===== src/rtl/led_pwm_fader_pkg.sv =====
// Shared types and helpers for the LED PWM fader: channel fade states,
// brightness ceiling and the optional gamma curve (used when LED_GAMMA_EN is defined).
package led_pkg;

    typedef enum logic [1:0] {
        OFF     = 2'd0,
        RISING  = 2'd1,
        ON      = 2'd2,
        FALLING = 2'd3
    } fade_state_t;

    function automatic int led_max(input int pwm_bits);
        return (1 << pwm_bits) - 1;
    endfunction

    // Square-law duty with full brightness pinned to MAX; supports up to 16-bit brightness.
    function automatic logic [31:0] gamma_duty(input logic [15:0] b, input int pwm_bits);
        logic [31:0] prod;
        prod = 32'(b) * 32'(b);
        if (32'(b) == 32'(led_max(pwm_bits))) begin
            return 32'(led_max(pwm_bits));
        end
        return prod >> pwm_bits;
    endfunction

endpackage


===== src/rtl/led_pwm_fader_channel.sv =====
// One LED channel: fade FSM and brightness register, period-aligned duty latch and
// registered PWM compare. Gamma mapping is selected by LED_GAMMA_EN.
module led_fade_channel
    import led_pkg::*;
#(
    parameter int PWM_BITS = 8
) (
    input  logic                clk,
    input  logic                rst_n,
    input  logic                step_tick,
    input  logic                target_on,
    input  logic [PWM_BITS-1:0] pwm_cnt,
    output logic                led,
    output logic                at_target
);

    localparam logic [PWM_BITS-1:0] MAX = PWM_BITS'(led_max(PWM_BITS));
    localparam logic [PWM_BITS-1:0] ONE = PWM_BITS'(1);

    fade_state_t         state, state_next;
    logic [PWM_BITS-1:0] bright, bright_next;
    logic [PWM_BITS-1:0] duty_val, duty_q;

    always_ff @(posedge clk) begin
        if (!rst_n) begin
            state  <= OFF;
            bright <= '0;
        end else begin
            state  <= state_next;
            bright <= bright_next;
        end
    end

    // A reversal that lands on an end stop goes straight to OFF/ON so the state always matches b.
    always_comb begin
        state_next  = state;
        bright_next = bright;
        if (step_tick) begin
            case (state)
                OFF: begin
                    if (target_on) begin
                        state_next  = RISING;
                        bright_next = ONE;
                    end
                end
                RISING, FALLING: begin
                    if (target_on) begin
                        bright_next = bright + ONE;
                        state_next  = (bright == MAX - ONE) ? ON : RISING;
                    end else begin
                        bright_next = bright - ONE;
                        state_next  = (bright == ONE) ? OFF : FALLING;
                    end
                end
                ON: begin
                    if (!target_on) begin
                        state_next  = FALLING;
                        bright_next = MAX - ONE;
                    end
                end
                default: state_next = OFF;
            endcase
        end
    end

    always_comb begin
        at_target = target_on ? (bright == MAX) : (bright == '0);
`ifdef LED_GAMMA_EN
        duty_val  = PWM_BITS'(gamma_duty(16'(bright), PWM_BITS));
`else
        duty_val  = bright;
`endif
    end

    // Duty only changes at the period boundary so a PWM period is never cut short.
    always_ff @(posedge clk) begin
        if (!rst_n) begin
            duty_q <= '0;
            led    <= 1'b0;
        end else begin
            if (pwm_cnt == MAX) begin
                duty_q <= duty_val;
            end
            led <= (duty_q == MAX) || (pwm_cnt < duty_q);
        end
    end

endmodule


===== src/rtl/led_pwm_fader.sv =====
// LED PWM fader top: registers the pattern, runs the shared step and PWM counters and
// reduces per-channel settle flags. Optional gamma curve via LED_GAMMA_EN.
module led_pwm_fader
    import led_pkg::*;
#(
    parameter int NUM_LEDS = 4,
    parameter int PWM_BITS = 8,
    parameter int STEP_DIV = 4096
) (
    input  logic                clk,
    input  logic                rst_n,
    input  logic [NUM_LEDS-1:0] pattern_in,
    output logic [NUM_LEDS-1:0] leds,
    output logic                settled
);

    localparam int STEP_W = (STEP_DIV > 1) ? $clog2(STEP_DIV) : 1;
    localparam logic [STEP_W-1:0] STEP_LAST = STEP_W'(STEP_DIV - 1);

    logic [NUM_LEDS-1:0] pattern_q;
    logic [NUM_LEDS-1:0] at_target;
    logic [STEP_W-1:0]   step_cnt;
    logic [PWM_BITS-1:0] pwm_cnt;
    logic                step_tick;

    assign step_tick = (step_cnt == STEP_LAST);

    // pwm_cnt relies on natural wrap from MAX back to 0.
    always_ff @(posedge clk) begin
        if (!rst_n) begin
            pattern_q <= '0;
            step_cnt  <= '0;
            pwm_cnt   <= '0;
            settled   <= 1'b1;
        end else begin
            pattern_q <= pattern_in;
            step_cnt  <= step_tick ? '0 : step_cnt + STEP_W'(1);
            pwm_cnt   <= pwm_cnt + PWM_BITS'(1);
            settled   <= &at_target;
        end
    end

    for (genvar i = 0; i < NUM_LEDS; i++) begin : g_ch
        led_fade_channel #(
            .PWM_BITS (PWM_BITS)
        ) u_ch (
            .clk       (clk),
            .rst_n     (rst_n),
            .step_tick (step_tick),
            .target_on (pattern_q[i]),
            .pwm_cnt   (pwm_cnt),
            .led       (leds[i]),
            .at_target (at_target[i])
        );
    end

endmodule

===== config.mk =====
export PLATFORM = sky130hd
export DESIGN_NAME = led_pwm_fader
export DESIGN_NICKNAME = d
export VERILOG_FILES = /design/src/rtl/led_pwm_fader_pkg.sv /design/src/rtl/led_pwm_fader_channel.sv /design/src/rtl/led_pwm_fader.sv
export SDC_FILE = /design/constraint.sdc
export NUM_CORES = 1
export LEC_CHECK = 0
export BUFFER_PORTS_ARGS = -buffer_cell sky130_fd_sc_hd__buf_2
export CORE_MARGIN = 3
export CORE_UTILIZATION = 50
export DETAILED_ROUTE_END_ITERATION = 10
export GPL_TIMING_DRIVEN = 0
export MAX_ROUTING_LAYER = met4
export PLACE_DENSITY_LB_ADDON = 0.15
export SLEW_MARGIN = 10
export SYNTH_ARGS = -nofsm -noshare
export SYNTH_HDL_FRONTEND = slang
export SYNTH_SLANG_ARGS = --single-unit

===== constraint.sdc =====
create_clock -name clk -period 2 [get_ports clk]
set_clock_uncertainty 0.1 [all_clocks]
set_input_delay 0.6 -clock clk [delete_from_list [all_inputs] [get_ports clk]]
set_output_delay 0.6 -clock clk [all_outputs]
set_load 0.01 [all_outputs]

==> impl_metrics.tcl, run 1 <==
set metrics [dict create \
    status "finished, final reports clean" \
    timing.final.ws_setup_ns 0.0185 \
    period_needed_ns 1.98 \
    finalNonFillerCells 941 \
    netlist.area_leader.share_pct 34.1 \
    maxCapViolCount 0 \
    drt-total-wl_um 16100 \
    ys.flop_type "dfxtp_1" \
    worstPathCellList "clkbuf_1 > nor4_1 > a32oi_1 > a21o_1 > o31ai_1" \
    fillCellCount 1082 \
    cts_tree "yes" \
    gp_congestion 0.954 \
    r2r_cells 5 \
    drt-initial-drc-count 431 \
    multi_input_area_um2 3620 \
    dp.cells 921 \
    synth_top_cell_by_area "dfxtp_1" \
    grt_max_degree 16 \
    crit_path_max_incr_delay_ns 0.56 \
    die-area_um2 13200 \
    crit_arrival_ns 2.14 \
    netlist-cell-type-count 63 \
    coreArea_um2 11500 \
    syn-num-nets 822 \
    dp_hpwl_um 11500 \
    tightest_slew_ns 0.781 \
    synth_compound_area_share_pct 21.8 \
    tns_ns 0 \
    synth-seq-cells 101 \
    pre_cts_ws_ns -0.422 \
    chipHeight_um 115 \
    path_clk_slew_ns 0.07 \
    synth_xor_area_share_pct 2.95 \
    rows 39 \
    cts_buffers 9 \
    min_to "step_cnt[0]" \
    die_w_um 115 \
    ant_nets 0 \
    synth_adder_area_share_pct 10.1 \
    track_usage_pct 26.0 \
    crit_path_end_kind "flop" \
    crit_start "g_ch[1].u_ch.bright[4]" \
    initial_utilization_pct 51.5 \
    grt_pass1_vias 5290 \
    clkLatencyLatePin_ns 0.35 \
    io_buffers 10 \
    yosysSeqAreaShare_pct 34.1 \
    first_pass_iters 5 \
    slew_headroom_pct 47.9 \
    layout.nets 847 \
    synth_cells 768 \
    hp-start "step_cnt[0]" \
    rsz0062_at_grt "yes" \
    cts_buffer_depth 2 \
    cp-start-kind "flop" \
    crit_path_max_fanout 8 \
    ys_top_cells_by_count "127 x nand2_1, 101 x dfxtp_1, 79 x a21oi_1" \
    overflow 0 \
    vias 5554 \
    r2r_slack_ns 0.02 \
    synth.area.top_cells "dfxtp_1 34%, ha_1 10%, nand2_1 8.0%, a21oi_1 6.7%, nor2_1 3.7%" \
    syn_avg_cell_area_um2 7.73 \
    hold_viol 0 \
    antenna_found_initial 0 \
    synth.area.mux_share_pct 1.01 \
    min_path_type "flop to flop" \
    avgViaCountPerCell 5.90 \
    r2r_start "g_ch[1].u_ch.bright[4]" \
    syn_area_um2 5930 \
    cpMaxStageDelayCell "nor4_1" \
    yosys_warnings 0 \
    reg2reg_to "settled" \
    peakVddDrop_mv 0.533 \
    htree_levels 3 \
    io_pins 11 \
    whs_path_depth 1 \
    power_mw 4.20 \
    fmax_ghz 0.505 \
    seq_area_um2 2040 \
    drc 0 \
    cts_root_buf "clkbuf_16" \
    leakage_nw 2.47 \
    routedWlPerCell_um 17.2 \
    synth_top_family_by_area "simple AND/OR/NAND/NOR gates" \
    clock_sinks 101 \
    yosys.area_share.simple_pct 23.7 \
    cp_data_required_time_ns 2.16 \
    grt_pass1_wl_um 26400 \
    finalMaxSlewViolations 0 \
    diodes 0 \
    synth-edff-count 0 \
    hold_buffers 0 \
    yosysMostFrequentCell "nand2_1" \
    final_layout_size_suffix_gt1_share_pct 10.9 \
    finalSetupViolCount 0 \
    area_delta_synth_final_pct 12.4 \
    powerDensity_nw_per_um2 629 \
    min_period_over_period_pct 99.1 \
    worstSetupPathType "flop to flop" \
    async_reset_ff_share_pct 0 \
]
==> where the power goes <==
part           total, mW  internal [mW]  switching, mW
combinational      0.252          0.104          0.148
clock               1.88           1.11          0.772
sequential          2.06           2.04         0.0282
==> worst max path at each step <==
stage | endpoint | slack, ns | cells past startpoint
2_1_floorplan | flop | 0.16 | 8
5_1_grt | settled | -0.08 | 6
6_report | settled | 0.02 | 5
4_1_cts | g_ch[0].u_ch.duty_q[2] | 0.0005 | 7
3_3_place_gp | g_ch[3].u_ch.state[0] | -0.37 | 4
3_5_place_dp | g_ch[1].u_ch.state[0] | -0.42 | 5
==> layer usage <==
| layer | global-route usage [%] | part of all wire (%) | vias to the layer above |
|---|---|---|---|
| li1 | - | - | 2771 |
| met3 | 3.53 | 4.6 | 29 |
| met2 | 39.6 | 46 | 142 |
| met1 | 33.8 | 46 | 2612 |
| met5 | - | 0 | - |
| met4 | 12.9 | 3.4 | 0 |
==> critical path, delay by kind of cell (launching register included) <==
kind | cells | cell delay (ns)
AOI/OAI and AO/OA | 3 | 0.75
and+or+nand+nor | 1 | 0.56
DFF | 1 | 0.30
buffers and inverters | 1 | 0.17
==> per-stage QoR <==
stage	instance area [µm²]	hold slack [ns]	util (%)
floorplan	5930	0.330	-
global placement	6160	0.347	53.5
detailed placement	6160	0.362	53.5
CTS	6570	0.341	57.1
global route	6670	0.360	57.9
finish	6670	0.346	57.9
==> flip-flops by register name, indices dropped and copies added, names as in the netlist, named ones only <==
name,flops
pattern_q,4
pwm_cnt,8
g_ch.u_ch.duty_q,32
step_cnt,12
g_ch.u_ch.state,4
g_ch.u_ch.bright,32
settled,1
g_ch.u_ch.led,4
==> cells in the final DEF (no fill, tap or decap), types with 7 or more instances in the layout <==
cell type and count:
a21o_1 7, a21oi_1 79, and2_1 8, buf_2 12, buf_4 9, clkbuf_1 20, clkbuf_16 10, clkbuf_2 13
dfxtp_1 90, dfxtp_2 10, ha_1 47, inv_1 44, nand2_1 124, nand3_1 24, nand4_1 16, nor2_1 58
nor2b_1 8, nor4_1 8, o21a_1 15, o21ai_0 31, o22ai_1 15, or3_1 7, xor2_1 14
==> repair_timing <==
item	4_1_cts	5_1_grt
cloned	0	1
endpoints found under the setup margin	76	77
pin swaps	3	1
setup buffers	3	2
gates resized for setup	22	33
==> cell families after synthesis <==
logic type | Yosys count
buffers and inverters | 90
multiplexers | 6
AO/OA/AOI/OAI | 206
XOR/XNOR | 20
AND/OR/NAND/NOR | 297
flip-flops | 101
adder cells (fa/ha/maj) | 48
==> cell type report <==
type                       count  area share, %
buffer                        44           3.55
timing repair buffer          16           1.69
clock inverter                 2          0.582
inverter                      44           2.48
multi-input combinational    577           54.2
tap                          143           2.68
clock buffer                  14           4.26
sequential                   101           30.6
Power figures use the tool's default switching activity.
==> inputs of run 2 (changes only) <==
--- a/config.mk
+++ b/config.mk
@@ -15,4 +15,5 @@
 export SLEW_MARGIN = 10
 export SYNTH_ARGS = -nofsm -noshare
 export SYNTH_HDL_FRONTEND = slang
+export SYNTH_HIERARCHICAL = 1
 export SYNTH_SLANG_ARGS = --single-unit
==> run 2 against run 1 <==
Net effect: the run now ends with negative setup slack left; cell count decreased by 2.6%; die area increased by 2.4%; utilization increased by 2.4 points; synthesized cell count decreased by 6.1%; global-route usage decreased by 2.6 points; sequential power about the same; critical endpoint is now g_ch[2].u_ch/bright[6]; largest cell class unchanged; largest power group unchanged.
==> impl_metrics.tcl, run 2 <==
set metrics [dict create \
    status "finished, violations left" \
    violations "negative setup slack" \
    vias 5461 \
    top_regs "g_ch.u_ch/bright: 32 flops, g_ch.u_ch/duty_q: 32 flops, step_cnt: 12 flops" \
    min_period_over_period_pct 103 \
    syn_area_um2 6080 \
    netlist.area_leader.share_pct 33.2 \
    worstSetupPathType "flop to flop" \
    grt_pass1_vias 5207 \
    peakVddDrop_mv 0.429 \
    cts_buffer_depth 2 \
    hold_viol 0 \
    io_buffers 10 \
    area_delta_synth_final_pct 15.6 \
    die_w_um 116 \
    grt_pass1_wl_um 24600 \
    chipHeight_um 116 \
    gp_congestion 0.849 \
    synth_top_cell_by_area "dfxtp_1" \
    path_clk_slew_ns 0.06 \
    htree_levels 3 \
    cpMaxStageDelayCell "or4_1" \
    r2r_start "step_cnt[3]" \
    whs_path_depth 1 \
    synth.area.top_cells "dfxtp_1 33%, ha_1 10%, mux2i_1 5.3%, a21oi_1 4.7%, nor2_1 4.5%" \
    async_reset_ff_share_pct 0 \
    crit_path_max_incr_delay_ns 0.51 \
    crit_path_max_fanout 6 \
    min_path_type "flop to flop" \
    layout.nets 825 \
    drt-total-wl_um 14900 \
    io_pins 11 \
    rsz0062_at_grt "yes" \
    cts_root_buf "clkbuf_16" \
    drt-initial-drc-count 378 \
    r2r_slack_ns -0.06 \
    slew_headroom_pct 62.8 \
    hold_buffers 0 \
    initial_utilization_pct 52.2 \
    avgViaCountPerCell 5.96 \
    drc 0 \
    hp-start "step_cnt[0]" \
    grt_max_degree 26 \
    ys_top_cells_by_count "101 x dfxtp_1, 73 x nor2_1, 57 x a21oi_1" \
    period_needed_ns 2.06 \
    holdWs_ns 0.345 \
    min_to "step_cnt[0]" \
    final_layout_size_suffix_gt1_share_pct 15.9 \
    leakage_nw 2.61 \
    cp-start-kind "flop" \
    coreArea_um2 11700 \
    synth-edff-count 0 \
    cp.depth 8 \
    fmax_ghz 0.486 \
    critPathBufInv 3 \
    syn_avg_cell_area_um2 8.44 \
    worstPathCellList "nand4_1 > buf_6 > nor3_4 > buf_12 > buf_6 > o21ai_4 > or4_1 > a31oi_1" \
    overflow 0 \
    final_cell_mix "94 x dfxtp_1, 73 x nor2_1, 57 x a21oi_1" \
    die-area_um2 13500 \
    crit_family "simple AND/OR/NAND/NOR gates" \
    diodes 0 \
    first_pass_iters 7 \
    crit_start "step_cnt[3]" \
    clkLatencyLatePin_ns 0.35 \
    syn-num-nets 777 \
    cp_data_required_time_ns 2.17 \
    antenna_found_initial 0 \
    pre_cts_ws_ns -0.862 \
    reg2reg_to "g_ch[2].u_ch/bright[6]" \
    rows 39 \
    synth-seq-cells 101 \
    netlist-cell-type-count 51 \
    crit_path_end_kind "flop" \
    ant_nets 0 \
    track_usage_pct 23.3 \
    synth_cells 721 \
    ys.flop_type "dfxtp_1" \
    routedWlPerCell_um 16.3 \
    cp_common_cell "buf_6" \
    dp_hpwl_um 9850 \
    tightest_slew_ns 0.559 \
    r2r_cells 8 \
    finalSetupViolCount 2 \
    yosysSeqAreaShare_pct 33.2 \
    power_mw 4.16 \
    maxCapViolCount 0 \
    powerDensity_nw_per_um2 592 \
    cts_tree "yes" \
    crit_arrival_ns 2.23 \
    final_common_cell "dfxtp_1" \
    cts_buffers 9 \
    timing.final.ws_setup_ns -0.0563 \
    yosys_warnings 6 \
    yosysMostFrequentCell "dfxtp_1" \
    clock_sinks 101 \
    finalMaxSlewViolations 0 \
]
==> run 2: logic make-up (layout without fill, tap and decap cells) <==
kind of cell	Yosys count	in the layout	synth area share, %
xor+xnor	14	14	2.02
mux	32	32	5.27
fa+ha+maj	50	50	10.3
flops	101	101	33.2
simple gates	243	244	20.9
buf+inv	76	128	5.86
compound gates	205	205	22.4
==> run 2: where the power goes <==
| part | internal (mW) | switching [mW] | leakage, nW |
|---|---|---|---|
| clock | 1.07 | 0.771 | 0.158 |
| sequential | 2.03 | 0.0316 | 0.820 |
| combinational | 0.108 | 0.152 | 1.63 |
| total | 3.21 | 0.955 | 2.61 |
==> run 2: metrics by stage <==
step                std cells  cell area, µm²  setup TNS [ns]  util (%)
floorplan                 721            6140           -1.01         -
global placement          874            6370          -26.84      54.6
detailed placement        874            6370          -30.56      54.6
CTS                       899            6780         -0.0645      58.1
global route              917            7030          -0.557      60.3
finish                    917            7030         -0.0819      60.3
==> run 2: worst max-delay path by stage <==
| stage | to | slack, ns |
|---|---|---|
| 2_1_floorplan | g_ch[0].u_ch/bright[3] | -0.1 |
| 3_3_place_gp | g_ch[1].u_ch/bright[3] | -0.76 |
| 3_5_place_dp | g_ch[1].u_ch/bright[3] | -0.86 |
| 4_1_cts | g_ch[2].u_ch/bright[6] | -0.03 |
| 5_1_grt | g_ch[2].u_ch/bright[6] | -0.11 |
| 6_report | g_ch[2].u_ch/bright[6] | -0.06 |
==> run 2: per-layer routing <==
| metal | global-route usage (%) | routed length (µm) |
|---|---|---|
| met5 | - | 0 |
| met4 | 9.74 | 205 |
| met3 | 5.75 | 615 |
| met2 | 36.0 | 7130 |
| met1 | 29.3 | 6980 |
==> run 2: worst register-to-register path, delay by kind of cell (launching register included) <==
| family | cells | cell delay, ns |
|---|---|---|
| AOI/OAI and AO/OA | 2 | 0.24 |
| buffers and inverters | 3 | 0.41 |
| DFF | 1 | 0.36 |
| and+or+nand+nor | 3 | 0.87 |
==> run 2: layout make-up <==
type / instances / area (µm²)
Timing Repair Buffer: 36 / 283
Buffer: 27 / 180
Clock buffer: 12 / 267
Sequential cell: 101 / 2040
Multi-Input combinational cell: 545 / 3860
Clock inverter: 4 / 45.0
Inverter: 49 / 184
Tap cell: 143 / 179
Fill cell: 997 / 4630
==> run 2: timing repair <==
| action | CTS | global route |
|---|---|---|
| resized for setup | 8 | 22 |
| buffers inserted | 8 | 17 |
| setup endpoints to repair | 46 | 20 |
| pin swaps | 4 | 7 |
| cloned | 1 | 1 |
